[config.mk]
export PLATFORM = sky130hd
export DESIGN_NAME = exu_alu_sched_flat
export DESIGN_NICKNAME = d
export VERILOG_FILES = /design/src/rtl/exu_alu_sched_if.sv /design/src/rtl/exu_alu_sched.sv /design/src/flat_wrapper.sv
export SDC_FILE = /design/constraint.sdc
export NUM_CORES = 1
export LEC_CHECK = 0
export ABC_AREA = 0
export ABC_CLOCK_PERIOD_IN_PS = 2100
export CAP_MARGIN = 25
export CORE_MARGIN = 8
export CORE_UTILIZATION = 41
export DETAILED_ROUTE_END_ITERATION = 10
export PLACE_DENSITY = 0.72
export SYNTH_ARGS = -nofsm -noshare
export SYNTH_HDL_FRONTEND = slang
export SYNTH_SLANG_ARGS = --single-unit
[constraint.sdc]
create_clock -name clk -period 2.1 [get_ports clk]
set_clock_uncertainty 0.15 [all_clocks]
set_input_delay 0.525 -clock clk [delete_from_list [all_inputs] [get_ports clk]]
set_output_delay 0.525 -clock clk [all_outputs]
set_load 0.03 [all_outputs]
[src/rtl/exu_alu_sched_if.sv]
// Issue-side bus of the execute-unit ALU scheduler: the two request slots,
// the ALU issue strobe and the two tagged completion channels.
interface exu_alu_sched_if #(
   parameter int TAGW = 4
);
   // reqN_valid may rise at any time, and the tag must stay stable while valid
   // is high. A transfer happens on a rising edge where valid & ready are both
   // high. ready depends only on registered state. alu_* and rspN_* are
   // single-cycle pulses that have no back-pressure.
   logic            req0_valid;
   logic [TAGW-1:0] req0_tag;
   logic            req0_ready;
   logic            req1_valid;
   logic [TAGW-1:0] req1_tag;
   logic            req1_ready;

   logic            alu_valid;
   logic            alu_enable;
   logic            alu_sel;

   logic            rsp0_valid;
   logic [TAGW-1:0] rsp0_tag;
   logic            rsp1_valid;
   logic [TAGW-1:0] rsp1_tag;

   modport master (
      output req0_valid, req0_tag, req1_valid, req1_tag,
      input  req0_ready, req1_ready,
      input  alu_valid, alu_enable, alu_sel,
      input  rsp0_valid, rsp0_tag, rsp1_valid, rsp1_tag
   );

   modport slave (
      input  req0_valid, req0_tag, req1_valid, req1_tag,
      output req0_ready, req1_ready,
      output alu_valid, alu_enable, alu_sel,
      output rsp0_valid, rsp0_tag, rsp1_valid, rsp1_tag
   );
endinterface

[src/rtl/exu_alu_sched.sv]
// Two-slot round-robin scheduler for the shared single-cycle ALU. It keeps one
// holding entry per slot and a one-deep stage that returns tagged completions.
module exu_alu_sched #(
   parameter int TAGW = 4,
   parameter int CNTW = 16
) (
   input  logic                clk,
   input  logic                rst,
   input  logic                freeze,
   input  logic                flush,
   exu_alu_sched_if.slave      bus,
   output logic                busy,
   output logic [CNTW-1:0]     issued_cnt
);

   logic            hv0;
   logic            hv1;
   logic [TAGW-1:0] ht0;
   logic [TAGW-1:0] ht1;
   logic            rr;
   logic            s1_v;
   logic            s1_src;
   logic [TAGW-1:0] s1_tag;

   logic            acc0;
   logic            acc1;
   logic            rsp_fire;
   logic            grant_ok;
   logic            both_pending;
   logic            grant;
   logic            grant_sel;
   logic [TAGW-1:0] grant_tag;

   assign acc0 = bus.req0_valid & ~hv0 & ~flush;
   assign acc1 = bus.req1_valid & ~hv1 & ~flush;

   // Stage 1 drains in the same cycle that it is refilled, so one issue per
   // cycle is sustained while no freeze is applied.
   assign rsp_fire     = s1_v & ~freeze & ~flush;
   assign grant_ok     = ~freeze & ~flush & (~s1_v | rsp_fire);
   assign both_pending = hv0 & hv1;
   assign grant        = grant_ok & (hv0 | hv1);
   assign grant_sel    = both_pending ? rr : hv1;
   assign grant_tag    = grant_sel ? ht1 : ht0;

   always_ff @(posedge clk) begin
      if (rst) begin
         hv0        <= 1'b0;
         hv1        <= 1'b0;
         ht0        <= '0;
         ht1        <= '0;
         rr         <= 1'b0;
         s1_v       <= 1'b0;
         s1_src     <= 1'b0;
         s1_tag     <= '0;
         issued_cnt <= '0;
      end else begin
         if (acc0) begin
            ht0 <= bus.req0_tag;
         end
         if (acc1) begin
            ht1 <= bus.req1_tag;
         end

         // Accept and grant of the same slot cannot coincide, because accept needs ~hvN.
         if (flush) begin
            hv0 <= 1'b0;
         end else if (acc0) begin
            hv0 <= 1'b1;
         end else if (grant && !grant_sel) begin
            hv0 <= 1'b0;
         end

         if (flush) begin
            hv1 <= 1'b0;
         end else if (acc1) begin
            hv1 <= 1'b1;
         end else if (grant && grant_sel) begin
            hv1 <= 1'b0;
         end

         // The pointer moves only when it breaks a tie.
         if (grant && both_pending) begin
            rr <= ~rr;
         end

         if (flush) begin
            s1_v <= 1'b0;
         end else if (grant) begin
            s1_v   <= 1'b1;
            s1_src <= grant_sel;
            s1_tag <= grant_tag;
         end else if (rsp_fire) begin
            s1_v <= 1'b0;
         end

         if (grant) begin
            issued_cnt <= issued_cnt + CNTW'(1);
         end
      end
   end

   assign bus.req0_ready = ~hv0;
   assign bus.req1_ready = ~hv1;

   assign bus.alu_valid  = grant;
   assign bus.alu_enable = grant;
   assign bus.alu_sel    = grant & grant_sel;

   // Tags are zeroed when their channel is idle, so a stale tag never reaches the slots.
   assign bus.rsp0_valid = rsp_fire & ~s1_src;
   assign bus.rsp1_valid = rsp_fire & s1_src;
   assign bus.rsp0_tag   = bus.rsp0_valid ? s1_tag : '0;
   assign bus.rsp1_tag   = bus.rsp1_valid ? s1_tag : '0;

   assign busy = hv0 | hv1 | s1_v;

endmodule

[src/flat_wrapper.sv]
// flat-port wrapper written by rule: the top's interface ports become plain ports
module exu_alu_sched_flat 
#(
   parameter int TAGW = 4,
   parameter int CNTW = 16
)
  (clk, rst, freeze, flush, busy, issued_cnt, bus_req0_valid, bus_req0_tag, bus_req1_valid, bus_req1_tag, bus_req0_ready, bus_req1_ready, bus_alu_valid, bus_alu_enable, bus_alu_sel, bus_rsp0_valid, bus_rsp0_tag, bus_rsp1_valid, bus_rsp1_tag);
  exu_alu_sched_if #(.TAGW(TAGW)) bus_i ();
  input  logic clk;
  input  logic rst;
  input  logic freeze;
  input  logic flush;
  output logic busy;
  output logic [CNTW-1:0] issued_cnt;
  input wire logic [$bits(bus_i.req0_valid)-1:0] bus_req0_valid;
  input wire logic [$bits(bus_i.req0_tag)-1:0] bus_req0_tag;
  input wire logic [$bits(bus_i.req1_valid)-1:0] bus_req1_valid;
  input wire logic [$bits(bus_i.req1_tag)-1:0] bus_req1_tag;
  output wire logic [$bits(bus_i.req0_ready)-1:0] bus_req0_ready;
  output wire logic [$bits(bus_i.req1_ready)-1:0] bus_req1_ready;
  output wire logic [$bits(bus_i.alu_valid)-1:0] bus_alu_valid;
  output wire logic [$bits(bus_i.alu_enable)-1:0] bus_alu_enable;
  output wire logic [$bits(bus_i.alu_sel)-1:0] bus_alu_sel;
  output wire logic [$bits(bus_i.rsp0_valid)-1:0] bus_rsp0_valid;
  output wire logic [$bits(bus_i.rsp0_tag)-1:0] bus_rsp0_tag;
  output wire logic [$bits(bus_i.rsp1_valid)-1:0] bus_rsp1_valid;
  output wire logic [$bits(bus_i.rsp1_tag)-1:0] bus_rsp1_tag;
  assign bus_i.req0_valid = bus_req0_valid;
  assign bus_i.req0_tag = bus_req0_tag;
  assign bus_i.req1_valid = bus_req1_valid;
  assign bus_i.req1_tag = bus_req1_tag;
  assign bus_req0_ready = bus_i.req0_ready;
  assign bus_req1_ready = bus_i.req1_ready;
  assign bus_alu_valid = bus_i.alu_valid;
  assign bus_alu_enable = bus_i.alu_enable;
  assign bus_alu_sel = bus_i.alu_sel;
  assign bus_rsp0_valid = bus_i.rsp0_valid;
  assign bus_rsp0_tag = bus_i.rsp0_tag;
  assign bus_rsp1_valid = bus_i.rsp1_valid;
  assign bus_rsp1_tag = bus_i.rsp1_tag;
  exu_alu_sched #(.TAGW(TAGW), .CNTW(CNTW)) u_core (.clk(clk), .rst(rst), .freeze(freeze), .flush(flush), .bus(bus_i), .busy(busy), .issued_cnt(issued_cnt));
endmodule
# Yosys cells after proc, flatten, opt, wreduce, memory -nomap -nowiden

Cells that the tools add are included.

Memories: 0
Bits in latches: 0
Bits in registers: 33
Bits of input ports: 14
Logic and storage cells: 52
Memory bits (read-only): 0
RAM bits: 0
Output and inout port bits: 32

Shifts and indexed selects: 0
Reduce and logical (&&, ||, !) cells: 9
Bitwise logic cells: 23
$mul: 0
Eq/ne operators: 0
Muxes and demuxes: 10
Add/sub/neg operators: 1
Order comparisons: 0
Div/mod/pow operators: 0

Operators with widths:

| operator                                      | number |
|---|---|
| adder 16 x 1 -> 16 bit, second input constant | 1 |
| bitwise AND 1 bit                             | 13 |
| two-way mux 4 bit                             | 3 |
| two-way mux 1 bit                             | 7 |
| inverter 1 bit                                | 7 |
| nonzero test 2 bit                            | 3 |
| logical AND 1 bit                             | 3 |
| bitwise OR 1 bit                              | 3 |
| AND reduction 2 bit                           | 1 |
| OR reduction 2 bit                            | 1 |
| logical NOT 1 bit                             | 1 |

# Logic depth before layout (Yosys ltp)

Gate-level depths: netlist of run 1.

Word-level depth: 9
Depth in mapped cells: 6
Depth with buffers taken out: 5

# Least setup slack after synthesis of run 1

No wires, ideal clock.

Kind: input -> output
From: input port flush
To: output port bus_rsp0_tag[0]
Buffers on the path: 1
Setup slack: -456 ps
Arrival time: 1881 ps
Required time: 1425 ps
Stages: 5
Path through: buf_6 > nor2_1 > nand2_1 > nor2_1 > and2_1

Cells in the longest elaborated chain, start to end: 4

RTL lines:

| what                     | line                 | text |
|---|---|---|
| start: declaration       | flat_wrapper.sv:12   | `input logic flush;` |
| inverter 1 bit           | exu_alu_sched.sv:39  | `assign rsp_fire = s1_v & ~freeze & ~flush;` |
| bitwise AND 1 bit        | exu_alu_sched.sv:39  |  |
| bitwise AND 1 bit        | exu_alu_sched.sv:111 | `assign bus.rsp0_valid = rsp_fire & ~s1_src;` |
| named net bus_rsp0_valid | flat_wrapper.sv:24   | `output wire logic [$bits(bus_i.rsp0_valid)-1:0] bus_rsp0_valid;` |
| two-way mux 4 bit        | exu_alu_sched.sv:113 | `assign bus.rsp0_tag = bus.rsp0_valid ? s1_tag : '0;` |
| end: declaration         | flat_wrapper.sv:25   | `output wire logic [$bits(bus_i.rsp0_tag)-1:0] bus_rsp0_tag;` |

The timed path passes the listed nets, and every way through them passes these cells.

# Worst setup path after layout of run 1

From: register u_core.hv1
To: output port bus_alu_valid

Cells in the longest elaborated chain, start to end: 2

RTL lines:

| what                     | line                | text |
|---|---|---|
| start: declaration       | exu_alu_sched.sv:17 | `logic hv1;` |
| start signal: assignment | exu_alu_sched.sv:49 | `hv1 <= 1'b0;` |
| start signal: assignment | exu_alu_sched.sv:75 | `hv1 <= 1'b0;` |
| start signal: assignment | exu_alu_sched.sv:77 | `hv1 <= 1'b1;` |
| bitwise OR 1 bit         | exu_alu_sched.sv:42 | `assign grant = grant_ok & (hv0 \| hv1);` |
| bitwise AND 1 bit        | exu_alu_sched.sv:42 |  |
| end: declaration         | flat_wrapper.sv:21  | `output wire logic [$bits(bus_i.alu_valid)-1:0] bus_alu_valid;` |

Every way passes these cells.

==> summary.txt, run 1 <==
Yosys
  – Largest family of logic cells by synthesized area: simple AND/OR/NAND/NOR gates
  – Mapped Cells: 164
  – Post-synthesis cell area: 1450 um^2
  – Syn avg cell area: 8.83 um^2
  – Mapped Nets: 179
  – EDFF count, synth: 0
  – Mux cell area share after synthesis: 5.53%
  – Post-synth top area share: 45.6%
  – Synth Area in XOR/XNOR: 4.84%
  – Adder-cell area share of the yosys netlist: 0.864%
  – Top area cells in the synthesized netlist: dfxtp_1, nor2_1, mux2i_1
  – Biggest area consumer among synthesized cells: dfxtp_1
  – Compound-Gate Fraction of Synth Area: 11.4%
  – Predominant post-synthesis flop cell: dfxtp_1
  – YS warnings: 0
  – Synth Area in Simple Gates: 27.2%
  – Register area share after synthesis: 45.6%
  – #FFs+latches synth: 33
  – Async SR Flop Fraction: 0%
  – Synth unique cells: 31

Critical path
  – Crit path required time: 1.42 ns
  – Critical path class: reg2out
  – Critical path data arrival time: 1.35 ns
  – CP Launch Type: flop
  – CP max FO: 7
  – Setup crit end kind: output port

Die
  – Core outline area: 3360 um^2
  – Initial Util: 43.0%
  – I/O Pins: 46
  – Die height: 75.4 um
  – Die Wd: 75.4 um
  – Die area: 5690 um^2
  – # rows: 21

GRT
  – Largest net degree at the start of global routing: 34
  – Antenna violations before repair: 0
  – Grt ovf: 0
  – Vias in the first global route: 1437
  – First-pass GRT wire length: 6180 um
  – Tot GR Track Use: 14.3%

STA
  – RSZ-0062 raised after global routing: false
  – Setup violations, final: 0
  – Max-slew violations: 0
  – Setup_tns: 0 ns
  – Slew @ Worst Pin: 0.349 ns
  – Max Freq: 0.494 GHz
  – Rel. slew slack: 76.4%
  – Minimum clock period: 2.02 ns
  – Period utilization: 96.4%
  – Hold Worst Slack: 0.301 ns
  – Hold Fails Final Rpt: 0

Routing
  – Initial DRC count: 56
  – Vias per Instance: 5.31
  – DR pass1 iterations: 5
  – DRT antenna net count: 0
  – Routed vias: 1443
  – WL/cell: 14.4 um
  – DRC viols: 0
  – Final wirelength: 3920 um

Clock tree
  – Worst-Skew Late Latency: 0.33 ns
  – CTS root buf: clkbuf_4
  – CTS Buffer Depth: 2
  – H-tree depth: 2
  – CTS Sinks: 33
  – TritonCTS clock tree: yes
  – TritonCTS buffer count: 5
  – Clock transition at path regs: 0.09 ns

Cells and area
  – Layout cells sized above 1: 25.7%
  – FF/Latch Area: 661 um^2
  – Final std cells w/o fill: 272
  – Util after Layout: 63.0%
  – Layout Nets: 241
  – # fillers: 322
  – P&R area growth vs syn: 46.3%
  – # diodes: 0
  – Multi-input gate area: 762 um^2

Placed design
  – Hpwl dp: 3030 um
  – Dpl cells: 263
  – Port bufs: 45
  – GP Congestion: 0.787

Power and ir drop
  – Maximum vdd ir drop: 0.326 mV
  – Lkg Pwr: 0.932 nW
  – Power Dens Cells: 538 nW/um^2
  – Total power: 1.14 mW

Hold path
  – HP Class: in2reg

Run
  – Max cap viols: 0

Outcome
  – Status: finished, final reports clean
==> worst paths after layout <==
| check | depth (start not counted) | endpoint | start | slack, ns |
|---|---|---|---|---|
| max | 5 | bus_alu_valid | u_core.hv1 | 0.08 |
| max reg2reg | 4 | u_core.issued_cnt[13] | u_core.issued_cnt[0] | 0.16 |
| min reg2reg | 2 | u_core.issued_cnt[14] | u_core.issued_cnt[14] | 0.35 |
| min | 2 | u_core.s1_v | flush | 0.30 |
==> metrics by stage <==
| step | instance area (um^2) | setup WS, ns |
|---|---|---|
| 2_1_floorplan | 1480 | -0.0220 |
| 3_3_place_gp | 2040 | -0.421 |
| 3_5_place_dp | 2040 | -0.533 |
| 4_1_cts | 2110 | 0.00939 |
| 5_1_grt | 2120 | 0.00797 |
| 6_report | 2120 | 0.0755 |
==> logic make-up after synthesis <==
kind of cell | after synthesis
simple gates | 75
flops | 33
compound gates | 25
buf+inv | 14
xor+xnor | 8
mux | 8
fa+ha+maj | 1
==> sequential cells by signal, indices dropped and copies added, names as in the netlist <==
register and flops:
u_core.s1_v 1, u_core.hv1 1, u_core.s1_tag 4, u_core.ht1 4, u_core.hv0 1, u_core.s1_src 1
u_core.rr 1, u_core.issued_cnt 16, u_core.ht0 4
==> cell usage after synthesis, types with 3 or more instances <==
library cell  number
xnor2_1            4
inv_1              5
mux2i_1            8
nand3_1            5
nor4_1             3
dfxtp_1           33
nand4_1            4
clkbuf_1           6
o21ai_0            3
a21oi_1           11
or4_1              5
or3_1              5
xor2_1             4
o31ai_1            5
a222oi_1           4
nor2_1            26
nand2_1            7
and2_1             9
==> metal layers <==
| layer | up-vias | global-route usage (%) | routed length, um |
|---|---|---|---|
| li1 | 706 | - | - |
| met5 | - | 0 | 0 |
| met4 | 0 | 5.76 | 46 |
| met1 | 690 | 13.6 | 1590 |
| met2 | 41 | 26.0 | 2000 |
| met3 | 6 | 6.32 | 281 |
==> cell usage in the layout, fill, tap and decap left out, drive strengths merged, types with 7 or more instances in the layout <==
cell	netlist	routed
buf	3	34
a21oi	11	11
and2	9	9
dfxtp	33	33
nand2	7	7
clkbuf	6	7
clkdlybuf4s50	0	11
dlygate4sd2	0	15
mux2i	8	8
nor2	26	26
==> layout make-up <==
type / instances / share of cell area (%)
repair buffers: 64 / 26.6
multi-input cells: 117 / 36.0
flip-flops and latches: 33 / 31.2
inverters: 5 / 0.886
well taps: 46 / 2.72
clock buffers: 7 / 2.60
==> worst max-delay path, cell delays in order (launching register included) <==
cell	delay [ns]
dfxtp_1	0.32
buf_4	0.15
or2_4	0.28
nand2_2	0.07
inv_2	0.04
buf_4	0.16
==> power by group <==
part	leakage [nW]	total, mW	internal (mW)	switching (mW)
clock	0.0314	0.365	0.158	0.207
combinational	0.633	0.129	0.0649	0.0643
sequential	0.267	0.645	0.637	0.00782
total	0.932	1.14	0.860	0.279
==> repair_timing <==
action / in CTS / in global routing
hold endpoints to repair: 0 / 0
gates resized for setup: 31 / 7
hold buffers: 0 / 0
buffers inserted: 2 / 0
endpoints found under the setup margin: 33 / 13
pin swaps: 3 / 3
(Power assumes the default switching activity.)
==> run 2, diff against run 1 <==
--- a/config.mk
+++ b/config.mk
@@ -6,12 +6,12 @@
 export NUM_CORES = 1
 export LEC_CHECK = 0
 export ABC_AREA = 0
-export ABC_CLOCK_PERIOD_IN_PS = 2100
 export CAP_MARGIN = 25
 export CORE_MARGIN = 8
-export CORE_UTILIZATION = 41
+export CORE_UTILIZATION = 43
+export CTS_BUF_LIST = sky130_fd_sc_hd__clkbuf_4
 export DETAILED_ROUTE_END_ITERATION = 10
-export PLACE_DENSITY = 0.72
+export PLACE_DENSITY = 0.75
 export SYNTH_ARGS = -nofsm -noshare
 export SYNTH_HDL_FRONTEND = slang
 export SYNTH_SLANG_ARGS = --single-unit
==> run 2 against run 1 <==
Net effect: global-route usage increased by 0.82 points; final cell count is 0.74% higher; utilization is 1.5 points higher; register-to-register slack better by 0.07 ns; non-clock buffer count grew 1; sequential power hardly changed; total power shrank 3.3%; setup slack better by 0.0044 ns; sequential share of layout area up 0.078 points; first-iteration DRC count is 30% higher; fmax rose by 0.22%; via count decreased by 0.49%.
==> summary.txt, run 2 (synthesis gave the netlist of run 1 again) <==
GRT
  – First-pass GRT wire length: 6390 um
  – Tot GR Track Use: 15.1%
  – Antenna violations before repair: 0
  – Grt ovf: 0
  – Vias in the first global route: 1465
  – Largest net degree at the start of global routing: 34

Clock tree
  – TritonCTS buffer count: 5
  – Worst-Skew Late Latency: 0.34 ns
  – CTS Buffer Depth: 2
  – Clock transition at path regs: 0.10 ns
  – TritonCTS clock tree: yes
  – H-tree depth: 2
  – CTS Sinks: 33
  – CTS root buf: clkbuf_4

Routing
  – DRT antenna net count: 0
  – Initial DRC count: 73
  – Final wirelength: 3820 um
  – DR pass1 iterations: 4
  – Vias per Instance: 5.24
  – Routed vias: 1436
  – DRC viols: 0
  – WL/cell: 13.9 um

Power and ir drop
  – Power Dens Cells: 521 nW/um^2
  – Net Sw Frac: 25.4%
  – Comb pwr share: 11.5%
  – Maximum vdd ir drop: 0.378 mV
  – P_sw: 0.280 mW
  – Flop pwr share: 58.5%
  – Lkg Pwr: 0.964 nW
  – Internal power: 0.822 mW
  – Clk pwr share: 30.0%

Cells and area
  – P&R area growth vs syn: 46.2%
  – Max reg flops: 16
  – Most common cell after layout, fill and taps aside: dfxtp_1
  – FF/Latch Area: 662 um^2
  – # fillers: 290
  – Final std cells w/o fill: 274
  – # diodes: 0
  – Multi-input gate area: 759 um^2
  – Commonest non-fill, non-tap cells in the layout: dfxtp_1, buf_4, nor2_1, dlygate4sd2_1
  – Layout cells sized above 1: 26.3%
  – Final instance area: 2120 um^2
  – Top reg by flops: u_core.issued_cnt
  – Layout Nets: 242

Critical path
  – Critical path data arrival time: 1.35 ns
  – Critical path cell sequence: buf_4 -> or2_4 -> nand2_2 -> inv_2 -> buf_4
  – CP max stage delay: 0.32 ns
  – Critical path class: reg2out
  – Family with the most delay on the worst path: buffers and inverters
  – Most frequent CP cell: buf_4
  – Crit path required time: 1.42 ns
  – CP max FO: 5
  – Setup crit end kind: output port
  – CP Launch Type: flop
  – CP bufs+invs: 3
  – Slowest CP cell: dfxtp_1

STA
  – Max Freq: 0.495 GHz
  – Setup_tns: 0 ns
  – Setup violations, final: 0
  – Minimum clock period: 2.02 ns
  – Rel. slew slack: 77.6%
  – Slew @ Worst Pin: 0.331 ns
  – Hold Fails Final Rpt: 0
  – Max-slew violations: 0
  – RSZ-0062 raised after global routing: false
  – Period utilization: 96.2%
  – Hold Worst Slack: 0.347 ns

Die
  – Die area: 5480 um^2
  – Initial Util: 44.1%
  – I/O Pins: 46
  – Core outline area: 3280 um^2
  – Die Wd: 74.0 um
  – Die height: 74.0 um
  – # rows: 21

Placed design
  – Hpwl dp: 2980 um
  – Dpl cells: 265
  – Port bufs: 45
  – Placed cell area: 2050 um^2
  – GP Congestion: 0.766

Outcome
  – Status: finished, final reports clean

Hold path
  – HP Class: reg2reg

Run
  – Max cap viols: 0
==> run 2: cell count changes in the layout (fill, tap and decap cells not counted), moves of 2 or more <==
cell	previous run	this run
buf_4	28	30
clkinv_1	0	2
dlygate4sd2_1	15	13
dlymetal6s2s_1	3	5
==> run 2: worst paths after layout <==
path / startpoint / end / slack [ns] / cells past startpoint
worst max-delay path: u_core.hv0 / bus_alu_valid / 0.08 / 5
worst min-delay path: u_core.issued_cnt[14] / u_core.issued_cnt[14] / 0.35 / 2
worst max register to register: u_core.issued_cnt[1] / u_core.issued_cnt[15] / 0.23 / 4
worst min register to register: u_core.issued_cnt[14] / u_core.issued_cnt[14] / 0.35 / 2
==> run 2: power by group through the flow <==
stage               clock [mW]  combinational, mW  sequential [mW]
floorplan                    0             0.0629            0.659
global placement             0              0.126            0.658
detailed placement           0              0.129            0.659
CTS                      0.341              0.128            0.645
global route             0.368              0.138            0.646
finish                   0.330              0.127            0.645
==> run 2: tightest hold or removal path: cells and delay by family, from the launching register on <==
family | cells | cell delay [ns]
compound gates | 2 | 0.12
flops | 1 | 0.34
==> run 2: stage by stage <==
step / setup WS, ns / util (%) / total power [mW]
6_report: 0.0799 / 64.5 / 1.10
5_1_grt: 0.000863 / 64.5 / 1.15
4_1_cts: 0.000214 / 64.1 / 1.11
3_5_place_dp: -0.448 / 62.6 / 0.788
3_3_place_gp: -0.380 / 62.6 / 0.784
2_1_floorplan: -0.0220 / - / 0.722
==> run 2: metal layers <==
| metal | wire length, um | global-route usage, % | share of wire (%) | vias up |
|---|---|---|---|---|
| met5 | 0 | 0 | 0 | - |
| met4 | 64 | 6.65 | 1.7 | 0 |
| met3 | 309 | 6.87 | 8.1 | 6 |
| met2 | 1950 | 26.4 | 51 | 49 |
| met1 | 1500 | 14.9 | 39 | 668 |
| li1 | - | - | - | 713 |
==> run 2: area by class of cell <==
cell class	instances	share of cell area, %
multi-input combinational	117	35.9
clock inverter	3	0.591
tap	46	2.72
sequential	33	31.3
clock buffer	5	1.77
timing repair buffer	65	26.9
inverter	5	0.887
==> run 2: what timing repair did <==
action | 4_1_cts | 5_1_grt
setup buffers | 1 | 0
endpoints found under the setup margin | 30 | 18
pin swaps | 2 | 4
resized for setup | 26 | 12
hold buffers | 0 | 0
==> run 3, diff against run 2 <==
--- a/config.mk
+++ b/config.mk
@@ -11,6 +11,7 @@
 export CORE_UTILIZATION = 43
 export CTS_BUF_LIST = sky130_fd_sc_hd__clkbuf_4
 export DETAILED_ROUTE_END_ITERATION = 10
+export GPL_ROUTABILITY_DRIVEN = 0
 export PLACE_DENSITY = 0.75
 export SYNTH_ARGS = -nofsm -noshare
 export SYNTH_HDL_FRONTEND = slang
==> results of run 3 <==
Same layout as run 2: the final DEF is identical, and so are final timing and power.
